`config.mk`:
```
export PLATFORM = sky130hd
export DESIGN_NAME = shift_normalizer_flat
export DESIGN_NICKNAME = d
export VERILOG_FILES = /design/src/rtl/shifter_pkg.sv /design/src/rtl/shift_normalizer_if.sv /design/src/rtl/shift_normalizer.sv /design/src/flat_wrapper.sv
export SDC_FILE = /design/constraint.sdc
export NUM_CORES = 1
export LEC_CHECK = 0
export CAP_MARGIN = 20
export CORE_AREA = 2 2 45 47
export DETAILED_ROUTE_END_ITERATION = 8
export DIE_AREA = 0 0 47 49
export PLACE_DENSITY_LB_ADDON = 0.2
export SYNTH_ARGS = -nofsm -noshare
export SYNTH_HDL_FRONTEND = slang
export SYNTH_SLANG_ARGS = --single-unit
```
`constraint.sdc`:
```
create_clock -name clk -period 1.56 [get_ports clk]
set_input_delay 0.312 -clock clk [delete_from_list [all_inputs] [get_ports clk]]
set_output_delay 0.312 -clock clk [all_outputs]
set_load 0.1 [all_outputs]
```
`src/rtl/shifter_pkg.sv`:
```
// Shared shifter definitions: normalizer FSM states and the ALU shift-direction encoding.
package shifter_pkg;

    typedef enum logic [1:0] {
        IDLE  = 2'd0,
        SHIFT = 2'd1,
        DONE  = 2'd2
    } norm_state_t;

    localparam logic DIR_LEFT  = 1'b0;
    localparam logic DIR_RIGHT = 1'b1;

endpackage

```
`src/rtl/shift_normalizer_if.sv`:
```
// Start/done handshake bundle for shift_normalizer.
// The direction signal exists only when SHIFT_NORM_RIGHT_EN is defined.
interface shift_normalizer_if #(
    parameter int WIDTH = 8,
    parameter int CNT_W = $clog2(WIDTH + 1)
);
    logic             start;
    logic [WIDTH-1:0] operand;
`ifdef SHIFT_NORM_RIGHT_EN
    logic             direction;
`endif
    logic             busy;
    logic             done;
    logic [WIDTH-1:0] result;
    logic [CNT_W-1:0] shift_count;
    logic             zero;

`ifdef SHIFT_NORM_RIGHT_EN
    modport master (
        output start, operand, direction,
        input  busy, done, result, shift_count, zero
    );
    modport slave (
        input  start, operand, direction,
        output busy, done, result, shift_count, zero
    );
`else
    modport master (
        output start, operand,
        input  busy, done, result, shift_count, zero
    );
    modport slave (
        input  start, operand,
        output busy, done, result, shift_count, zero
    );
`endif

endinterface

```
`src/rtl/shift_normalizer.sv`:
```
// Iterative normalizer: shifts the operand one bit per cycle until its leading 1 reaches the
// target end and reports the distance. Right (trailing-zero) mode is enabled by SHIFT_NORM_RIGHT_EN.
module shift_normalizer
    import shifter_pkg::*;
#(
    parameter int WIDTH = 8,
    parameter int CNT_W = $clog2(WIDTH + 1)
) (
    input  logic              clk,
    input  logic              rst_n,
    shift_normalizer_if.slave bus
);

    norm_state_t      state_q, state_d;
    logic [WIDTH-1:0] data_q, data_d;
    logic [CNT_W-1:0] count_q, count_d;
    logic             zero_q, zero_d;
    logic             dir_q, dir_d;
    logic             dir_in;
    logic             target_hit;
    logic             operand_zero;

`ifdef SHIFT_NORM_RIGHT_EN
    assign dir_in = bus.direction;
`else
    assign dir_in = DIR_LEFT;
`endif

    assign operand_zero = (bus.operand == '0);
    assign target_hit   = (dir_q == DIR_RIGHT) ? data_q[0] : data_q[WIDTH-1];

    always_ff @(posedge clk or negedge rst_n) begin
        if (!rst_n) begin
            state_q <= IDLE;
        end else begin
            state_q <= state_d;
        end
    end

    always_comb begin
        state_d = state_q;
        case (state_q)
            IDLE:    if (bus.start) state_d = operand_zero ? DONE : SHIFT;
            SHIFT:   if (target_hit) state_d = DONE;
            DONE:    state_d = IDLE;
            default: state_d = IDLE;
        endcase
    end

    // The working register doubles as the result output, so it only moves in SHIFT
    // and on an accepted start; otherwise the last result is held.
    always_comb begin
        data_d  = data_q;
        count_d = count_q;
        zero_d  = zero_q;
        dir_d   = dir_q;
        case (state_q)
            IDLE: begin
                if (bus.start) begin
                    data_d  = bus.operand;
                    dir_d   = dir_in;
                    zero_d  = operand_zero;
                    count_d = operand_zero ? CNT_W'(WIDTH) : '0;
                end
            end
            SHIFT: begin
                if (!target_hit) begin
                    data_d  = (dir_q == DIR_RIGHT) ? (data_q >> 1) : (data_q << 1);
                    count_d = count_q + CNT_W'(1);
                end
            end
            default: begin
                data_d = data_q;
            end
        endcase
    end

    always_ff @(posedge clk or negedge rst_n) begin
        if (!rst_n) begin
            data_q  <= '0;
            count_q <= '0;
            zero_q  <= 1'b0;
            dir_q   <= DIR_LEFT;
        end else begin
            data_q  <= data_d;
            count_q <= count_d;
            zero_q  <= zero_d;
            dir_q   <= dir_d;
        end
    end

    always_comb begin
        bus.busy        = (state_q != IDLE);
        bus.done        = (state_q == DONE);
        bus.result      = data_q;
        bus.shift_count = count_q;
        bus.zero        = zero_q;
    end

endmodule

```
`src/flat_wrapper.sv`:
```
// flat-port wrapper written by rule: the top's interface ports become plain ports
module shift_normalizer_flat import shifter_pkg::*;
#(
    parameter int WIDTH = 8,
    parameter int CNT_W = $clog2(WIDTH + 1)
)
  (clk, rst_n, bus_start, bus_operand, bus_busy, bus_done, bus_result, bus_shift_count, bus_zero);
  shift_normalizer_if #(.WIDTH(WIDTH), .CNT_W(CNT_W)) bus_i ();
  input  logic clk;
  input  logic rst_n;
  input wire logic [$bits(bus_i.start)-1:0] bus_start;
  input wire logic [$bits(bus_i.operand)-1:0] bus_operand;
  output wire logic [$bits(bus_i.busy)-1:0] bus_busy;
  output wire logic [$bits(bus_i.done)-1:0] bus_done;
  output wire logic [$bits(bus_i.result)-1:0] bus_result;
  output wire logic [$bits(bus_i.shift_count)-1:0] bus_shift_count;
  output wire logic [$bits(bus_i.zero)-1:0] bus_zero;
  assign bus_i.start = bus_start;
  assign bus_i.operand = bus_operand;
  assign bus_busy = bus_i.busy;
  assign bus_done = bus_i.done;
  assign bus_result = bus_i.result;
  assign bus_shift_count = bus_i.shift_count;
  assign bus_zero = bus_i.zero;
  shift_normalizer #(.WIDTH(WIDTH), .CNT_W(CNT_W)) u_core (.clk(clk), .rst_n(rst_n), .bus(bus_i));
endmodule
```
======== Word-level counts from Yosys, hierarchy flattened ========
Index checks and enable logic that the tools add are counted.
cells by class
  $add $sub $neg .......................... 1
  equality and inequality tests ........... 5
  muxes and demuxes ....................... 11
  reduce and logical (&&, ||, !) cells .... 7
operators by type and width
  cell                   count
  $mux W8                2
  $pmux W8 S2            1
  $mux W4                3
  $logic_not A8 Y1       1
  $pmux W4 S2            1
  $mux W2                3
  $add A4 B1 Y4 const B  1
  $ne A2 B2 Y1 const B   2
  $pmux W2 S2            1
  $reduce_and A2 Y1      2
  $reduce_bool A2 Y1     2
  $reduce_and A3 Y1      1
  $eq A2 B1 Y1 const B   1
  $eq A2 B2 Y1 const B   1
  $logic_not A2 Y1       1
  $ne A2 B1 Y1 const B   1
storage, ports and cells
  bits in registers ....................... 15
  bits of input ports ..................... 11
  output and inout port bits .............. 15

======== Logic depth before layout (Yosys ltp) ========
  word-level depth ........................ 4
  depth in mapped cells ................... 4
  mapped depth without buffers ............ 4

======== Least setup slack after synthesis ========
OpenSTA, ideal clock, no wires.
  path type ............................... register to register
  start point ............................. register u_core.count_q[0] (netlist: u_core.bus.shift_count[0])
  end point ............................... register u_core.count_q[2] (netlist: u_core.bus.shift_count[2])
  library setup time ...................... 0.077 ns
  data arrival time ....................... 1.713 ns
  data required time ...................... 1.483 ns
  setup slack ............................. -0.230 ns
  stages on the path, launching flop included .. 5
  path through ............................ dfrtp_1 ha_1 inv_1 or3_1 a21oi_1
on the way
  cells in the longest elaborated chain, start to end .. 3
ends and longest elaborated chain
  what                    line                    RTL
  from (decl)             shift_normalizer.sv:16  logic [CNT_W-1:0] count_q, count_d;
  from (signal assigned)  shift_normalizer.sv:86  count_q <= count_d;
  $add A4 B1 Y4           shift_normalizer.sv:69  count_d = count_q + CNT_W'(1);
  $mux W4                 shift_normalizer.sv:67  if (!target_hit) begin
  $pmux W4 S2             shift_normalizer.sv:57  case (state_q)
No other way between the ends. The select of a mux whose other input is x is not followed.
A chain may end at the register's enable or synchronous reset.

======== Worst setup path in the final report ========
  start point ............................. register u_core.state_q[0]
  end point ............................... output bus_busy
on the way
  cells in the longest elaborated chain, start to end .. 1
ends and longest elaborated chain
  what                    line                    RTL
  from (decl)             shift_normalizer.sv:14  norm_state_t state_q, state_d;
  from (signal assigned)  shift_normalizer.sv:36  state_q <= state_d;
  $reduce_bool A2 Y1      shift_normalizer.sv:93  bus.busy = (state_q != IDLE);
  to (decl)               flat_wrapper.sv:13      output wire logic [$bits(bus_i.busy)-1:0] bus_busy;
No other way between the ends.

==> impl_results.md <==
- Area delta synth->final: 70.22%
- Tmin final: 1.512 ns
- Cts hold-fix bufs: 0
- Final wirelength: 1721 um
- Die height: 49 um
- Synth Area per Inst: 10.44 sq um
- FF-to-FF End: u_core.bus.shift_count[3]
- Clock skew: 0.001374 ns
- Via count: 651
- Reg2reg start: u_core.state_q[0]
- Hpwl dp: 1325 um
- CTS tree: done
- Post-Synth Adder-Cell Area: 1.664%
- Port Buf Inserts: 25
- Final hold violations: 0
- Vias per cell: 4.822
- Fin crit share: 96.94%
- DRC Markers: 0
- Final net count: 121
- Initial antenna violation count: 0
- Status: completed
- Worst Setup Start Kind: register
- Fraction of synthesized cell area in xor and xnor cells: 1.165%
- Wire per inst: 12.75 um
- Yosys warning count: 0
- Core Rows: 16
- Starting DRT DRC Count: 8
- First-pass GRT wire length: 3111 um
- # diodes: 0
- Compound-Gate Fraction of Synth Area: 11.15%
- GRT Total Usage: 18.63%
- Slew headroom: 71.95%
- Num CTS Buffers: 3
- Placement-stage cell area: 1235 sq um
- Distinct cells, synth: 26
- Endpoint class of the critical path: output port
- Setup WS pre-CTS: -0.1523 ns
- Vias in the first global route: 702
- Setup TNS: 0 ns
- Final setup vio count: 0
- Clk buf depth: 2
- Clk_lat worst skew: 0.29 ns
- Combinational family with the most area after synthesis: simple AND/OR/NAND/NOR gates
- Die X: 47 um
- IO Count: 26
- Tightest Hold Check Type: input pin to asynchronous set/reset pin
- Post-DRT Antenna Nets: 0
- Overflow after GRT: 0
- Crit path arrival time: 1.20 ns
- Crit-path max FO: 4
- Core area: 1842 sq um
- Critical path class: register to output port
- Share of cells above drive strength 1: 37.04%
- CTS root buf: clkbuf_4
- CTS sink count: 15
- Worst R2R Path Depth: 4
- Largest net degree at the start of global routing: 16
- Worst R2R Setup Slack: 0.09 ns
- Starting Density: 40.83%
- Sequential element share of the synthesized area: 49.92%
- Filler cells: 157
- Setup slack after layout: 0.04772 ns
- Max frequency: 661.3 MHz
- Die Area: 2303 sq um
- Pins over their slew limit: 0
- RSZ-0062 raised after global routing: no
- WP data required: 1.25 ns
- Clk pin slew, worst setup/hold paths: 0.09 ns
- Slew of the pin with the lowest slew margin: 0.4169 ns
- Synthesized area: 752.0 sq um
- Syn Nets: 84
- Register bit count reported by yosys: 15
- Mux cell area share after synthesis: 9.318%
- Max capacitance violation total: 0
- Post-Syn Instances: 72
- Drt pass-1 iters: 4
- Post-Synth Simple-Gate Area: 22.96%
- Final Wtd Congestion: 0.7544
- Cell area after layout: 1280 sq um
- H-tree depth: 1
area by class of cell:
cell class                 instances  area [sq um]  area share (%)
clock buffer                       3         22.52           1.760
clock inverter                     1         5.005          0.3910
inverter                           2         7.507          0.5865
multi-input combinational         51         347.8           27.17
sequential                        15         380.4           29.72
tap                               27         33.78           2.639
timing repair buffer              36         483.0           37.73
per-stage QoR:
stage               instances  utilization (%)  hold WS [ns]
floorplan                  72                -       0.01641
finish                    135            69.50        0.3214
global placement          129            67.05        0.5260
CTS                       135            69.50        0.3173
global route              135            69.50        0.3447
detailed placement        129            67.05        0.5404
cells in the mapped netlist:
library cell	instances	area share [%]
or3_1	1	0.83
or2_1	1	0.83
nor3b_1	1	1.0
and2b_2	1	1.2
xor2_1	1	1.2
nor4_1	2	1.7
nand3_1	9	6.0
a21oi_1	3	2.0
or2_2	1	0.83
or3b_1	2	2.3
nor2_2	1	0.83
o21ai_1	7	4.7
ha_1	1	1.7
nor2_1	2	1.0
o22a_1	1	1.2
nor3b_2	2	3.3
buf_4	1	1.0
dfrtp_1	15	50
nand2_1	4	2.0
buf_2	2	1.3
mux2i_1	7	9.3
clkbuf_1	1	0.50
a22o_1	2	2.3
nor2b_2	1	1.2
inv_1	2	1.0
o211ai_1	1	1.0
routing by layer:
metal  wire (um)  track usage (%)  vias up  part of all wire, %
met5           0                0        -                    0
met4          43            8.333        0                  2.5
met3          61            2.593        5                  3.5
met2         862            27.63       17                   50
met1         754            26.51      302                   44
li1            -                -      327                    -
cells in the final DEF, fill, tap and decap left out, types with 2 or more instances in the layout:
cell / instances
nand3_1: 9
a21oi_1: 3
nor2_1: 2
buf_12: 15
nand2_1: 4
a22o_1: 2
mux2i_1: 7
clkdlybuf4s50_1: 10
dfrtp_1: 11
buf_4: 11
nor3b_2: 2
clkbuf_4: 3
dfrtp_2: 4
nor4_1: 2
inv_1: 2
or3b_1: 2
o21ai_1: 7
state kept, by name, indices dropped and copies added, names as in the netlist:
register,count
u_core.bus.shift_count,4
u_core.bus.zero,1
u_core.state_q,2
u_core.bus.result,8
worst max-delay path, stage by stage (launching register included):
cell	delay (ns)
dfrtp_2	0.42
or2_2	0.32
buf_12	0.17
cells by family after synthesis:
group / count (synthesis)
adder cells (fa/ha/maj): 1
buffers and inverters: 6
XOR/XNOR: 1
AND/OR/NAND/NOR: 28
multiplexers: 7
flip-flops: 15
AO/OA/AOI/OAI: 14
how the worst max path moves through the flow:
stage,end,cells past startpoint,startpoint,slack (ns)
finish,bus_busy,2,u_core.state_q[0],0.05
global route,bus_busy,2,u_core.state_q[0],0.005
CTS,bus_busy,2,u_core.state_q[0],0.03
detailed placement,u_core.bus.shift_count[3],4,bus_start,-0.15
global placement,u_core.bus.shift_count[3],4,bus_start,-0.12
floorplan,u_core.bus.shift_count[3],3,u_core.bus.shift_count[2],0.03
timing repair:
item / CTS / global route
setup buffers: 2 / 0
setup endpoints to repair: 1 / 0
resized for setup: 2 / 0
Power is left out: the tool's default activity adds up to more than one toggle a clock period on the data nets, which glitch-free logic cannot reach.
